File: src/rtl/mem_responder.sv
// mem_responder: arbitrates the byte-wide RAM port between the load/store
// buffer (single-byte grants) and instruction fetch (4-byte little-endian
// burst). The load/store buffer has priority whenever the address bus is free.
module mem_responder #(
  parameter int          ADDR_WIDTH = 32,
  parameter logic [1:0]  IO_HI      = 2'b11
) (
  input  logic                  clk_in,
  input  logic                  rst_in,
  input  logic                  rdy_in,
  input  logic                  control_hazard,
  input  logic                  io_buffer_full,
  input  logic                  fetch_req,
  input  logic [ADDR_WIDTH-1:0] fetch_addr,
  output logic                  fetch_done,
  output logic [31:0]           fetch_inst,
  input  logic                  slb_access_control,
  input  logic [ADDR_WIDTH-1:0] slb_mem_addr,
  input  logic [7:0]            slb_mem_dout,
  input  logic                  slb_mem_wr,
  output logic                  slb_access_valid,
  input  logic [7:0]            mem_din,
  output logic [7:0]            mem_dout,
  output logic [ADDR_WIDTH-1:0] mem_a,
  output logic                  mem_wr
);

  typedef enum logic [2:0] {
    IDLE  = 3'd0,
    F0    = 3'd1,
    F1    = 3'd2,
    F2    = 3'd3,
    F3    = 3'd4,
    FTAIL = 3'd5
  } state_t;

  state_t                state_q, state_d;
  logic [ADDR_WIDTH-1:0] base_q, base_d;
  logic [31:0]           fetch_inst_q, fetch_inst_d;
  logic                  fetch_done_q, fetch_done_d;
  // A burst read was issued last cycle, so mem_din carries a fetch byte now.
  // RAM returns data whether or not rdy_in is high, so the byte is taken on
  // arrival; otherwise a freeze right after a read would lose it.
  logic                  rd_pend_q, rd_pend_d;

  logic                  io_stall;
  logic                  grant;
  logic                  accept;
  logic                  flush;
  state_t                cur_state;
  logic [ADDR_WIDTH-1:0] cur_base;

  // Arbitration: grant, fetch acceptance, and the effective state this cycle.
  // An accepted fetch occupies the bus in its acceptance cycle, which is F0.
  always_comb begin
    io_stall  = (slb_mem_addr[17:16] == IO_HI) && io_buffer_full;
    grant     = rdy_in && rst_in && slb_access_control && !io_stall &&
                (state_q == IDLE || state_q == FTAIL);
    accept    = rdy_in && rst_in && (state_q == IDLE) && fetch_req && !grant;
    flush     = control_hazard && (state_q != IDLE);
    cur_state = accept ? F0 : state_q;
    cur_base  = accept ? fetch_addr : base_q;
  end

  // Next-state logic; rdy_in low freezes the burst at its current byte.
  always_comb begin
    state_d = state_q;
    if (rdy_in) begin
      if (flush) begin
        state_d = IDLE;
      end else begin
        case (cur_state)
          F0:      state_d = F1;
          F1:      state_d = F2;
          F2:      state_d = F3;
          F3:      state_d = FTAIL;
          FTAIL:   state_d = IDLE;
          default: state_d = IDLE;
        endcase
      end
    end
  end

  // Bus outputs: SLB grant passes its request through, a burst presents base+k.
  always_comb begin
    mem_a    = '0;
    mem_dout = 8'h00;
    mem_wr   = 1'b0;
    if (rst_in) begin
      if (grant) begin
        mem_a    = slb_mem_addr;
        mem_dout = slb_mem_dout;
        mem_wr   = slb_mem_wr;
      end else begin
        case (cur_state)
          F0:      mem_a = cur_base;
          F1:      mem_a = cur_base + ADDR_WIDTH'(1);
          F2:      mem_a = cur_base + ADDR_WIDTH'(2);
          F3:      mem_a = cur_base + ADDR_WIDTH'(3);
          default: mem_a = '0;
        endcase
      end
    end
  end

  // Byte capture, base latch, completion pulse and read-pending tracking.
  always_comb begin
    fetch_inst_d = fetch_inst_q;
    base_d       = accept ? fetch_addr : base_q;
    fetch_done_d = fetch_done_q;
    rd_pend_d    = rdy_in && !flush &&
                   (cur_state == F0 || cur_state == F1 ||
                    cur_state == F2 || cur_state == F3);
    if (rd_pend_q) begin
      case (state_q)
        F1:      fetch_inst_d[7:0]   = mem_din;
        F2:      fetch_inst_d[15:8]  = mem_din;
        F3:      fetch_inst_d[23:16] = mem_din;
        FTAIL:   fetch_inst_d[31:24] = mem_din;
        default: fetch_inst_d = fetch_inst_q;
      endcase
    end
    if (rdy_in) begin
      fetch_done_d = (state_q == FTAIL) && !control_hazard;
    end
  end

  // State register with synchronous active-low reset.
  always_ff @(posedge clk_in) begin
    if (!rst_in) begin
      state_q      <= IDLE;
      base_q       <= '0;
      fetch_inst_q <= 32'h0;
      fetch_done_q <= 1'b0;
      rd_pend_q    <= 1'b0;
    end else begin
      state_q      <= state_d;
      base_q       <= base_d;
      fetch_inst_q <= fetch_inst_d;
      fetch_done_q <= fetch_done_d;
      rd_pend_q    <= rd_pend_d;
    end
  end

  assign fetch_done       = fetch_done_q;
  assign fetch_inst       = fetch_inst_q;
  assign slb_access_valid = grant;

endmodule
File: config.mk
export PLATFORM = sky130hd
export DESIGN_NAME = mem_responder
export DESIGN_NICKNAME = d
export VERILOG_FILES = /design/src/rtl/mem_responder.sv
export SDC_FILE = /design/constraint.sdc
export NUM_CORES = 1
export LEC_CHECK = 0
export ABC_CLOCK_PERIOD_IN_PS = 7300
export CAP_MARGIN = 15
export CORE_ASPECT_RATIO = 0.7
export CORE_MARGIN = 2
export CORE_UTILIZATION = 30
export DETAILED_ROUTE_END_ITERATION = 16
export DONT_BUFFER_PORTS = 1
export PLACE_DENSITY = 0.52
export SYNTH_ARGS = -nofsm -noshare
export SYNTH_HDL_FRONTEND = slang
export SYNTH_SLANG_ARGS = --single-unit
File: constraint.sdc
create_clock -name clk_in -period 7.3 [get_ports clk_in]
set_input_delay 0.73 -clock clk_in [delete_from_list [all_inputs] [get_ports clk_in]]
set_output_delay 0.73 -clock clk_in [all_outputs]
set_load 0.1 [all_outputs]
* Word level (Yosys, flattened, before mapping) *
Cells that the tools add are included.
Widths: inputs -> output; s select.

storage, ports and cells
  flip-flop bits (word level) = 69
  bits of input ports = 88
  logic and storage cells = 57

cells by class
  $add $sub $neg = 3
  equal/unequal tests = 9
  mux-type cells = 11
  reductions and logical operators = 26

operators with widths
  cell                   count
  $pmux 32 s4            1
  $mux 32                3
  $add 32x2->32 const B  2
  $add 32x1->32 const B  1
  $mux 8                 2
  $eq 3x2->1 const B     4
  $logic_and 1x1->1      12
  $pmux 3 s4             1
  $eq 3x3->1 const B     3
  $reduce_and 2->1       4
  $mux 3                 2
  $logic_not 1->1        4
  $logic_or 1x1->1       4
  $eq 3x1->1 const B     1
  $logic_not 3->1        1
  $reduce_bool 3->1      1
  $eq 2x2->1 const B     1
  $mux 1                 2

* Depth between registers and ports, before layout *
Gate-level depths: netlist (run 1).

  word-level depth = 13
  gate-level depth with buffers = 17
  depth with buffers taken out = 12

* Least setup slack after synthesis (run 1) *
Ideal clock, no wire load.

  kind = input to output
  from = input port rst_in
  to = output port mem_a[12]
  data arrival time = 5.856 ns
  path slack = 0.714 ns
  stages on the path = 16
  cells stage by stage = clkbuf_1 > and3_1 > a211o_1 > buf_6 > buf_2 > buf_4 > buf_2 > mux2i_1 > inv_1 > fa_1 > nand3_1 > nor3_1 > mux2_2 > nand2_1 > mux2_2 > o21ai_0

between the ends
  cells in the longest elaborated chain, start to end = 11
  elaborated cells on any way between the ends = 20

ends and longest elaborated chain
  what                                      line    text
  start, declared                           9       input logic rst_in,
  $logic_and 1x1->1                         57, 59
  $logic_and 1x1->1 (3 in series)           57      grant = rdy_in && rst_in && slb_access_control && !io_stall &&
  $logic_not 1->1                           59      accept = rdy_in && rst_in && (state_q == IDLE) && fetch_req && !grant;
  $logic_and 1x1->1                         59
  $mux 32 / $mux 3 (equally long branches)  n/a
  $add 32x2->32 (tied with other cells)     99      F3: mem_a = cur_base + ADDR_WIDTH'(3);
  $pmux 32 s4                               95      case (cur_state)
  $mux 32                                   90      if (grant) begin
  $mux 32 (*)                               89      if (rst_in) begin
  end, declared                             24      output logic [ADDR_WIDTH-1:0] mem_a,

Mark *: on every way between the ends. The rest lies on a longest branch, timed or not.

* Final worst setup path (run 1) *
  from = register state_q[1]
  to = output port mem_a[16]

between the ends
  cells in the longest elaborated chain, start to end = 10
  elaborated cells on any way between the ends = 20

ends and longest elaborated chain
  what                                                  line    text
  start, declared                                       37      state_t state_q, state_d;
  start signal, assigned                                137     state_q <= state_d;
  $eq 3x3->1 / $logic_not 3->1 (equally long branches)  58, 59
  $logic_or 1x1->1                                      58      (state_q == IDLE || state_q == FTAIL);
  $logic_and 1x1->1                                     57
  $logic_not 1->1                                       59
  $logic_and 1x1->1                                     59
  $mux 32 / $mux 3 (equally long branches)              n/a
  $add 32x2->32 (tied with other cells)                 99
  $pmux 32 s4                                           95
  $mux 32 (*)                                           90
  $mux 32 (*)                                           89

Marks and branches as above.

==> results of run 1 <==
-- stage by stage --
step	utilization	cells	cell area (µm²)	worst slack [ns]
6_report	0.347	977	6260	1.49
5_1_grt	0.347	976	6260	1.24
4_1_cts	0.346	975	6250	1.52
3_5_place_dp	0.329	959	5950	1.86
3_3_place_gp	0.329	959	5950	1.89
2_1_floorplan	-	754	5530	0.714
-- worst max path at each step --
| stage | start | cells past startpoint | to | slack (ns) |
|---|---|---|---|---|
| CTS | state_q[1] | 11 | mem_a[16] | 1.52 |
| global placement | slb_mem_addr[17] | 11 | mem_a[16] | 1.89 |
| floorplan | rst_in | 16 | mem_a[12] | 0.71 |
| finish | state_q[1] | 11 | mem_a[16] | 1.49 |
| global route | state_q[1] | 11 | mem_a[16] | 1.24 |
| detailed placement | slb_mem_addr[17] | 11 | mem_a[16] | 1.86 |
-- worst max-delay path: cells and delay by family (launching register included) --
family | cells | cell delay, ns
buffers and inverters | 1 | 0.10
muxes | 2 | 0.71
AOI/OAI and AO/OA | 3 | 1.88
adders and majority gates | 1 | 0.51
and+or+nand+nor | 4 | 0.80
DFF | 1 | 0.70
-- kinds of logic (layout without fill, tap and decap cells) --
| kind of cell | Yosys count | after routing | synth area share |
|---|---|---|---|
| and+or+nand+nor | 365 | 365 | 0.322 |
| AOI/OAI and AO/OA | 175 | 175 | 0.219 |
| DFF | 69 | 69 | 0.250 |
| muxes | 62 | 62 | 0.116 |
| buffers and inverters | 53 | 39 | 0.0430 |
| xor gates and xnor gates | 27 | 27 | 0.0428 |
| adders and majority gates | 3 | 3 | 0.00815 |
| other | 0 | 1 | 0 |
-- sequential cells by signal (all words and copies together), names as in the netlist --
| name | count |
|---|---|
| fetch_inst | 32 |
| fetch_done | 1 |
| state_q | 3 |
| rd_pend_q | 1 |
| base_q | 32 |
-- cell type report --
| type | instances | area [µm²] | share of cell area |
|---|---|---|---|
| Clock buffer | 9 | 225 | 0.0360 |
| Antenna cell | 1 | 2.50 | 0.000400 |
| Tap cell | 236 | 295 | 0.0472 |
| Inverter | 6 | 22.5 | 0.00360 |
| Timing Repair Buffer | 17 | 225 | 0.0360 |
| Sequential cell | 69 | 1380 | 0.221 |
| Multi-Input combinational cell | 632 | 4030 | 0.644 |
| Clock inverter | 7 | 75.1 | 0.0120 |
-- Yosys cell counts, drive strengths merged, types with 2 or more instances --
library cell	n	area (µm²)
nand4b	2	17.5
a31oi	5	31.3
a32oi	3	26.3
a32o	4	40.0
nor3b	3	22.5
xor2	9	78.8
and3	13	81.3
a221o	5	50.1
or4	2	18.8
nand4	33	206
clkbuf	31	116
a211o	2	17.5
xnor2	18	158
dfxtp	69	1380
o221ai	6	52.6
a2111oi	2	36.3
nand3	26	130
nor2b	41	257
nor2	55	206
a21boi	32	240
nand2	137	514
and2	20	125
a211oi	5	37.5
a21oi	32	164
o311ai	2	17.5
o211ai	7	52.6
o21a	3	22.5
mux2i	50	500
nor3	16	80.1
mux2	12	139
nor4b	4	35.0
o22ai	5	31.3
ha	2	25.0
nor4	4	25.0
nand2b	5	31.3
buf	16	98.8
a22oi	4	30.0
o31ai	4	30.0
o21ai	40	200
a221oi	3	26.3
inv	6	22.5
a222oi	2	20.0
-- metal layers --
metal  vias to the layer above  part of all wire  global-route usage
met4                         0             0.013              0.0480
met1                      2735              0.47               0.340
met3                        22              0.13              0.0787
li1                       2690                 -                   -
met5                         -                 0                   0
met2                       366              0.39               0.297
-- placed cells by master (no fill, tap or decap), drive strengths merged, types with 5 or more instances in the layout --
master,count
nand2,137
dfxtp,69
nor2,55
mux2i,50
nor2b,41
o21ai,40
nand4,33
a21boi,32
a21oi,32
nand3,26
and2,20
xnor2,18
nor3,16
buf,16
and3,13
mux2,12
clkbuf,10
xor2,9
o211ai,7
inv,7
o221ai,6
nand2b,5
a221o,5
o22ai,5
a31oi,5
a211oi,5
-- power breakdown --
group / internal (mW) / total (mW) / switching (mW)
clock: 0.266 / 0.453 / 0.187
sequential: 0.383 / 0.393 / 0.00997
combinational: 0.0459 / 0.169 / 0.123
total: 0.695 / 1.01 / 0.320
==> flow_metrics.py, run 1 <==
metrics = {
    "critical_path": {
        "timing.critical_path.from_type": "register",
        "crit_arrival_ns": 5.08,
        "worst_reg2reg_setup_slack_ns": 4.31,
        "timing.reg2reg.worst_path_depth": 5,
        "cp.required_ns": 6.57,
        "critPathCaptureType": "output pin",
        "worst_r2r_endpoint": "base_q[23]",
        "max_stage_delay_ns": 0.89,
        "crit_path_max_fanout": 38,
        "setup.worst_path.class": "reg -> out",
        "cp_cell_sequence": "or2_1, a211o_2, mux2i_1, inv_1, fa_1, nand3_1, nor3_1, mux2_2, and3_1, o221ai_1, a32o_1",
        "crit_slowest_cell": "sky130_fd_sc_hd__a32o_1",
        "reg2reg_from": "state_q[1]",
    },
    "timing": {
        "timing.final.crit_period_ns": 5.81,
        "fmaxAchievable_ghz": 0.172,
        "worst_pin_slew_ns": 1.20,
        "hold_ws_ns": 0.519,
        "grt_setup_unrepaired": "false",
        "finClkSkew_ns": 0.00855,
        "period_share": 0.795,
        "timing.setup.tns_ns": 0,
        "final-max-slew-violation-count": 0,
        "relSlewSlack": 0.199,
        "count_of_final_hold_check_violations": 0,
        "setup-violations-final": 0,
    },
    "outcome": {
        "outcome": "complete, no violations",
    },
    "synth": {
        "synth_fp_nets": 845,
        "syn-mean-instance-area_um2": 7.33,
        "number_of_enable_type_register_cells_in_the_synthesized_netlist": 0,
        "ys_dominant_reg_cell": "sky130_fd_sc_hd__dfxtp_1",
        "async_reset_ff_frac": 0,
        "synth.ff_latch_count": 69,
        "yosysWarnings": 0,
        "syn_inst": 754,
        "ys_seq_area_frac": 0.250,
        "synthDistinctLibCells": 64,
        "synth_area_um2": 5530,
    },
    "die": {
        "die-height_um": 118,
        "die-area_um2": 19500,
        "floorplan.rows": 41,
        "io_pins": 163,
        "core_region_area_um2": 18100,
        "die_width_um": 166,
        "initial_core_util": 0.306,
    },
    "grt": {
        "via_count_of_the_first_global_routing_pass": 5361,
        "first_pass_grt_wire_length_mm": 33.9,
        "grt_antenna_before_repair": 1,
        "grt_max_degree": 73,
        "residual_overflow_from_global_routing": 0,
        "gr-usage-all-layers": 0.224,
    },
    "route": {
        "wl_per_cell_um": 22.9,
        "first_pass_iters": 5,
        "viasPerCell": 5.95,
        "routed_wl_mm": 22.3,
        "ant_nets": 0,
        "route.vias.total": 5813,
        "dr.first_iter.drc_count": 800,
        "drt_drc_violations_left": 0,
    },
    "place": {
        "hpwl_mm": 16.9,
        "portBuffers": 0,
        "gp_routability_congestion": 0.976,
    },
    "hold_path": {
        "worst_hold_path_type": "in -> reg",
        "timing.hold.worst.start": "rdy_in",
        "worstHoldPathCells": 2,
        "timing.hold.worst_endpoint": "rd_pend_q",
    },
    "clocking": {
        "htreeDepth": 3,
        "postCtsHoldBufs": 0,
        "tritoncts_num_sinks": 69,
        "tritoncts.num_buffers": 9,
        "clock_insertion_delay_worst_skew_ns": 0.34,
        "worst_setup_hold_path_clk_slew_ns": 0.06,
        "post_cts_buffers": 0,
        "clk_path_buf_depth": 2,
        "post_cts_resized": 0,
        "tritoncts": "yes",
        "clock_root_buffer_master": "sky130_fd_sc_hd__clkbuf_16",
    },
    "finish": {
        "drive_above_1_share": 0.0973,
        "area_growth_pct": 13.2,
        "layout.nets": 826,
        "final.fill_count": 1903,
    },
    "power_and_ir_drop": {
        "static-leakage-power_nw": 1.98,
        "peakVddDrop_mv": 0.0987,
        "powerDensity_nw_per_um2": 162,
        "overall_power_after_layout_mw": 1.01,
    },
    "run": {
        "cap_violations": 0,
    },
}
No activity file was read; power rests on OpenSTA's default activity.
==> run 2: changes to the inputs <==
--- a/config.mk
+++ b/config.mk
@@ -5,14 +5,15 @@
 export SDC_FILE = /design/constraint.sdc
 export NUM_CORES = 1
 export LEC_CHECK = 0
-export ABC_CLOCK_PERIOD_IN_PS = 7300
+export ABC_AREA = 1
+export ABC_CLOCK_PERIOD_IN_PS = 4700
 export CAP_MARGIN = 15
 export CORE_ASPECT_RATIO = 0.7
 export CORE_MARGIN = 2
 export CORE_UTILIZATION = 30
 export DETAILED_ROUTE_END_ITERATION = 16
 export DONT_BUFFER_PORTS = 1
-export PLACE_DENSITY = 0.52
+export PLACE_DENSITY = 0.53
 export SYNTH_ARGS = -nofsm -noshare
 export SYNTH_HDL_FRONTEND = slang
 export SYNTH_SLANG_ARGS = --single-unit
==> constraint.sdc (replaced) <==
create_clock -name clk_in -period 4.7 [get_ports clk_in]
set_input_delay 0.47 -clock clk_in [delete_from_list [all_inputs] [get_ports clk_in]]
set_output_delay 0.47 -clock clk_in [all_outputs]
set_load 0.1 [all_outputs]
==> flow_metrics.py, run 2 <==
metrics = {
    "timing": {
        "finClkSkew_ns": 0.00819,
        "relSlewSlack": 0.293,
        "timing.final.crit_period_ns": 4.22,
        "worst_pin_slew_ns": 1.06,
        "count_of_final_hold_check_violations": 0,
        "fmaxAchievable_ghz": 0.237,
        "setup-violations-final": 0,
        "grt_setup_unrepaired": "false",
        "fin_ws_ns": 0.481,
        "timing.setup.tns_ns": 0,
        "hold_ws_ns": 0.261,
        "final-max-slew-violation-count": 0,
        "period_share": 0.898,
    },
    "power_and_ir_drop": {
        "peakVddDrop_mv": 0.158,
        "overall_power_after_layout_mw": 1.90,
        "static-leakage-power_nw": 2.96,
        "powerDensity_nw_per_um2": 279,
    },
    "hold_path": {
        "worst_hold_path_type": "in -> reg",
    },
    "finish": {
        "layout.cells.most_common_list": "sky130_fd_sc_hd__nand2_1, sky130_fd_sc_hd__nand3_1, sky130_fd_sc_hd__nor2_1",
        "final.fill_count": 2067,
        "area_growth_pct": 18.0,
        "drive_above_1_share": 0.221,
        "layout.nets": 1059,
        "stdcell_area_um2": 6810,
        "most_common_library_cell_in_the_layout_ignoring_fill_and_taps": "sky130_fd_sc_hd__nand2_1",
        "antenna-diode-count": 0,
    },
    "clocking": {
        "tritoncts": "yes",
        "tritoncts.num_buffers": 9,
        "postCtsHoldBufs": 0,
        "clk_path_buf_depth": 2,
        "post_cts_resized": 0,
        "htreeDepth": 3,
        "tritoncts_num_sinks": 69,
        "worst_setup_hold_path_clk_slew_ns": 0.06,
        "clock_root_buffer_master": "sky130_fd_sc_hd__clkbuf_16",
        "clock_insertion_delay_worst_skew_ns": 0.34,
        "post_cts_buffers": 0,
    },
    "critical_path": {
        "crit_slowest_cell": "sky130_fd_sc_hd__buf_4",
        "worst_r2r_endpoint": "rd_pend_q",
        "timing.critical_path.depth": 19,
        "setup.worst_path.class": "reg -> out",
        "max_stage_delay_ns": 0.42,
        "timing.critical_path.from_type": "register",
        "worst_reg2reg_setup_slack_ns": 2.21,
        "critical_path.n_buffers_inverters": 3,
        "timing.reg2reg.worst_path_depth": 9,
        "cp_cell_sequence": "nor2_1, nand2_1, nor2_4, buf_4, nand3_1, nand2_4, ha_1, nand3_1, nor2_1, nand3_1, inv_2, nand2_1, o21ai_1, o21ai_1, nand2_1, nand2_1, nand2_1, nand2_1, buf_4",
        "timing.critical_path.from": "state_q[2]",
        "cp.required_ns": 4.23,
        "critPathCaptureType": "output pin",
        "most_repeated_library_cell_on_the_critical_path": "sky130_fd_sc_hd__nand2_1",
        "crit_path_max_fanout": 29,
        "endpoint": "mem_a[13]",
        "reg2reg_from": "state_q[1]",
        "crit_arrival_ns": 3.75,
        "critical-path-top-delay-family": "simple AND/OR/NAND/NOR gates",
    },
    "synth": {
        "synth_top_cells_by_area": "sky130_fd_sc_hd__dfxtp_1, sky130_fd_sc_hd__nand2_1, sky130_fd_sc_hd__nand3_1",
        "yosys.area.top_type_share": 0.239,
        "syn-mean-instance-area_um2": 6.09,
        "ys_seq_area_frac": 0.239,
        "synth_fp_nets": 1039,
        "ys_dominant_reg_cell": "sky130_fd_sc_hd__dfxtp_1",
        "cell_type_with_the_largest_total_area_after_synthesis": "sky130_fd_sc_hd__dfxtp_1",
        "syn_inst": 948,
        "synth.top_cells.by_count": "sky130_fd_sc_hd__nand2_1, sky130_fd_sc_hd__nand3_1, sky130_fd_sc_hd__nor2_1",
        "number_of_enable_type_register_cells_in_the_synthesized_netlist": 0,
        "synthDistinctLibCells": 38,
        "synth.most_common_cell": "sky130_fd_sc_hd__nand2_1",
        "yosysWarnings": 0,
        "async_reset_ff_frac": 0,
        "synth.ff_latch_count": 69,
        "synth_area_um2": 5770,
    },
    "place": {
        "hpwl_mm": 15.6,
        "gp_routability_congestion": 0.939,
        "detailedPlace.worstSlack_ns": 0.907,
        "portBuffers": 0,
        "placedInstanceArea_um2": 6510,
    },
    "route": {
        "ant_nets": 0,
        "viasPerCell": 5.04,
        "drt_drc_violations_left": 0,
        "route.vias.total": 6125,
        "first_pass_iters": 5,
        "routed_wl_mm": 20.1,
        "wl_per_cell_um": 16.6,
        "dr.first_iter.drc_count": 679,
    },
    "run": {
        "cap_violations": 0,
    },
    "grt": {
        "first_pass_grt_wire_length_mm": 31.1,
        "grt_antenna_before_repair": 0,
        "residual_overflow_from_global_routing": 0,
        "grt_max_degree": 42,
        "via_count_of_the_first_global_routing_pass": 5528,
        "gr-usage-all-layers": 0.198,
    },
    "die": {
        "initial_core_util": 0.306,
        "floorplan.rows": 42,
        "die-area_um2": 20400,
        "die_width_um": 170,
        "die-height_um": 120,
        "core_region_area_um2": 18900,
        "io_pins": 163,
    },
    "outcome": {
        "outcome": "complete, no violations",
    },
}
## run 2: changes by cell type after synthesis, moves of 41 or more
cell / before / now
sky130_fd_sc_hd__nand2_1: 137 / 262
sky130_fd_sc_hd__inv_1: 6 / 89
sky130_fd_sc_hd__nor2_1: 55 / 104
sky130_fd_sc_hd__nor2b_1: 41 / 0
sky130_fd_sc_hd__mux2i_1: 50 / 0
sky130_fd_sc_hd__nand3_1: 26 / 117
## run 2: where the power goes
group	total (mW)	switching [mW]	internal, mW
registers	0.616	0.0122	0.604
logic	0.558	0.424	0.134
clock network	0.729	0.309	0.420
## run 2: worst min-delay path by stage
stage	from	end	slack, ns	cells after the start
after floorplan	base_q[0]	base_q[0]	0.48	2
after global placement	base_q[0]	base_q[0]	0.51	2
after detailed placement	base_q[0]	base_q[0]	0.50	2
after CTS	rst_in	fetch_inst[23]	0.25	2
after global routing	rst_in	fetch_inst[20]	0.27	2
final	rst_in	fetch_inst[19]	0.26	2
## run 2: cells by family after synthesis
logic type | after synthesis | share of synthesized area
flops | 69 | 0.239
compound gates | 107 | 0.101
simple gates | 618 | 0.538
buf+inv | 151 | 0.114
fa+ha+maj | 3 | 0.00780
## run 2: per-layer routing
layer	vias to the layer above	wire, µm	global-route usage	part of all wire
li1	3076	-	-	-
met1	2824	10100	0.305	0.50
met4	0	211	0.0353	0.010
met2	208	8350	0.282	0.41
met5	-	0	0	0
met3	17	1510	0.0392	0.075
## run 2: cell type report
cell class | count | area, µm² | share of cell area
inverter | 118 | 443 | 0.0650
clock inverter | 7 | 82.6 | 0.0121
sequential | 69 | 1380 | 0.203
multi-input combinational | 728 | 3810 | 0.560
clock buffer | 9 | 225 | 0.0331
timing repair buffer | 42 | 566 | 0.0830
tap | 242 | 303 | 0.0444
## run 2: through the flow
stage / utilization / instances
2_1_floorplan: - / 948
3_3_place_gp: 0.345 / 1199
3_5_place_dp: 0.345 / 1199
4_1_cts: 0.361 / 1215
5_1_grt: 0.361 / 1215
6_report: 0.361 / 1215
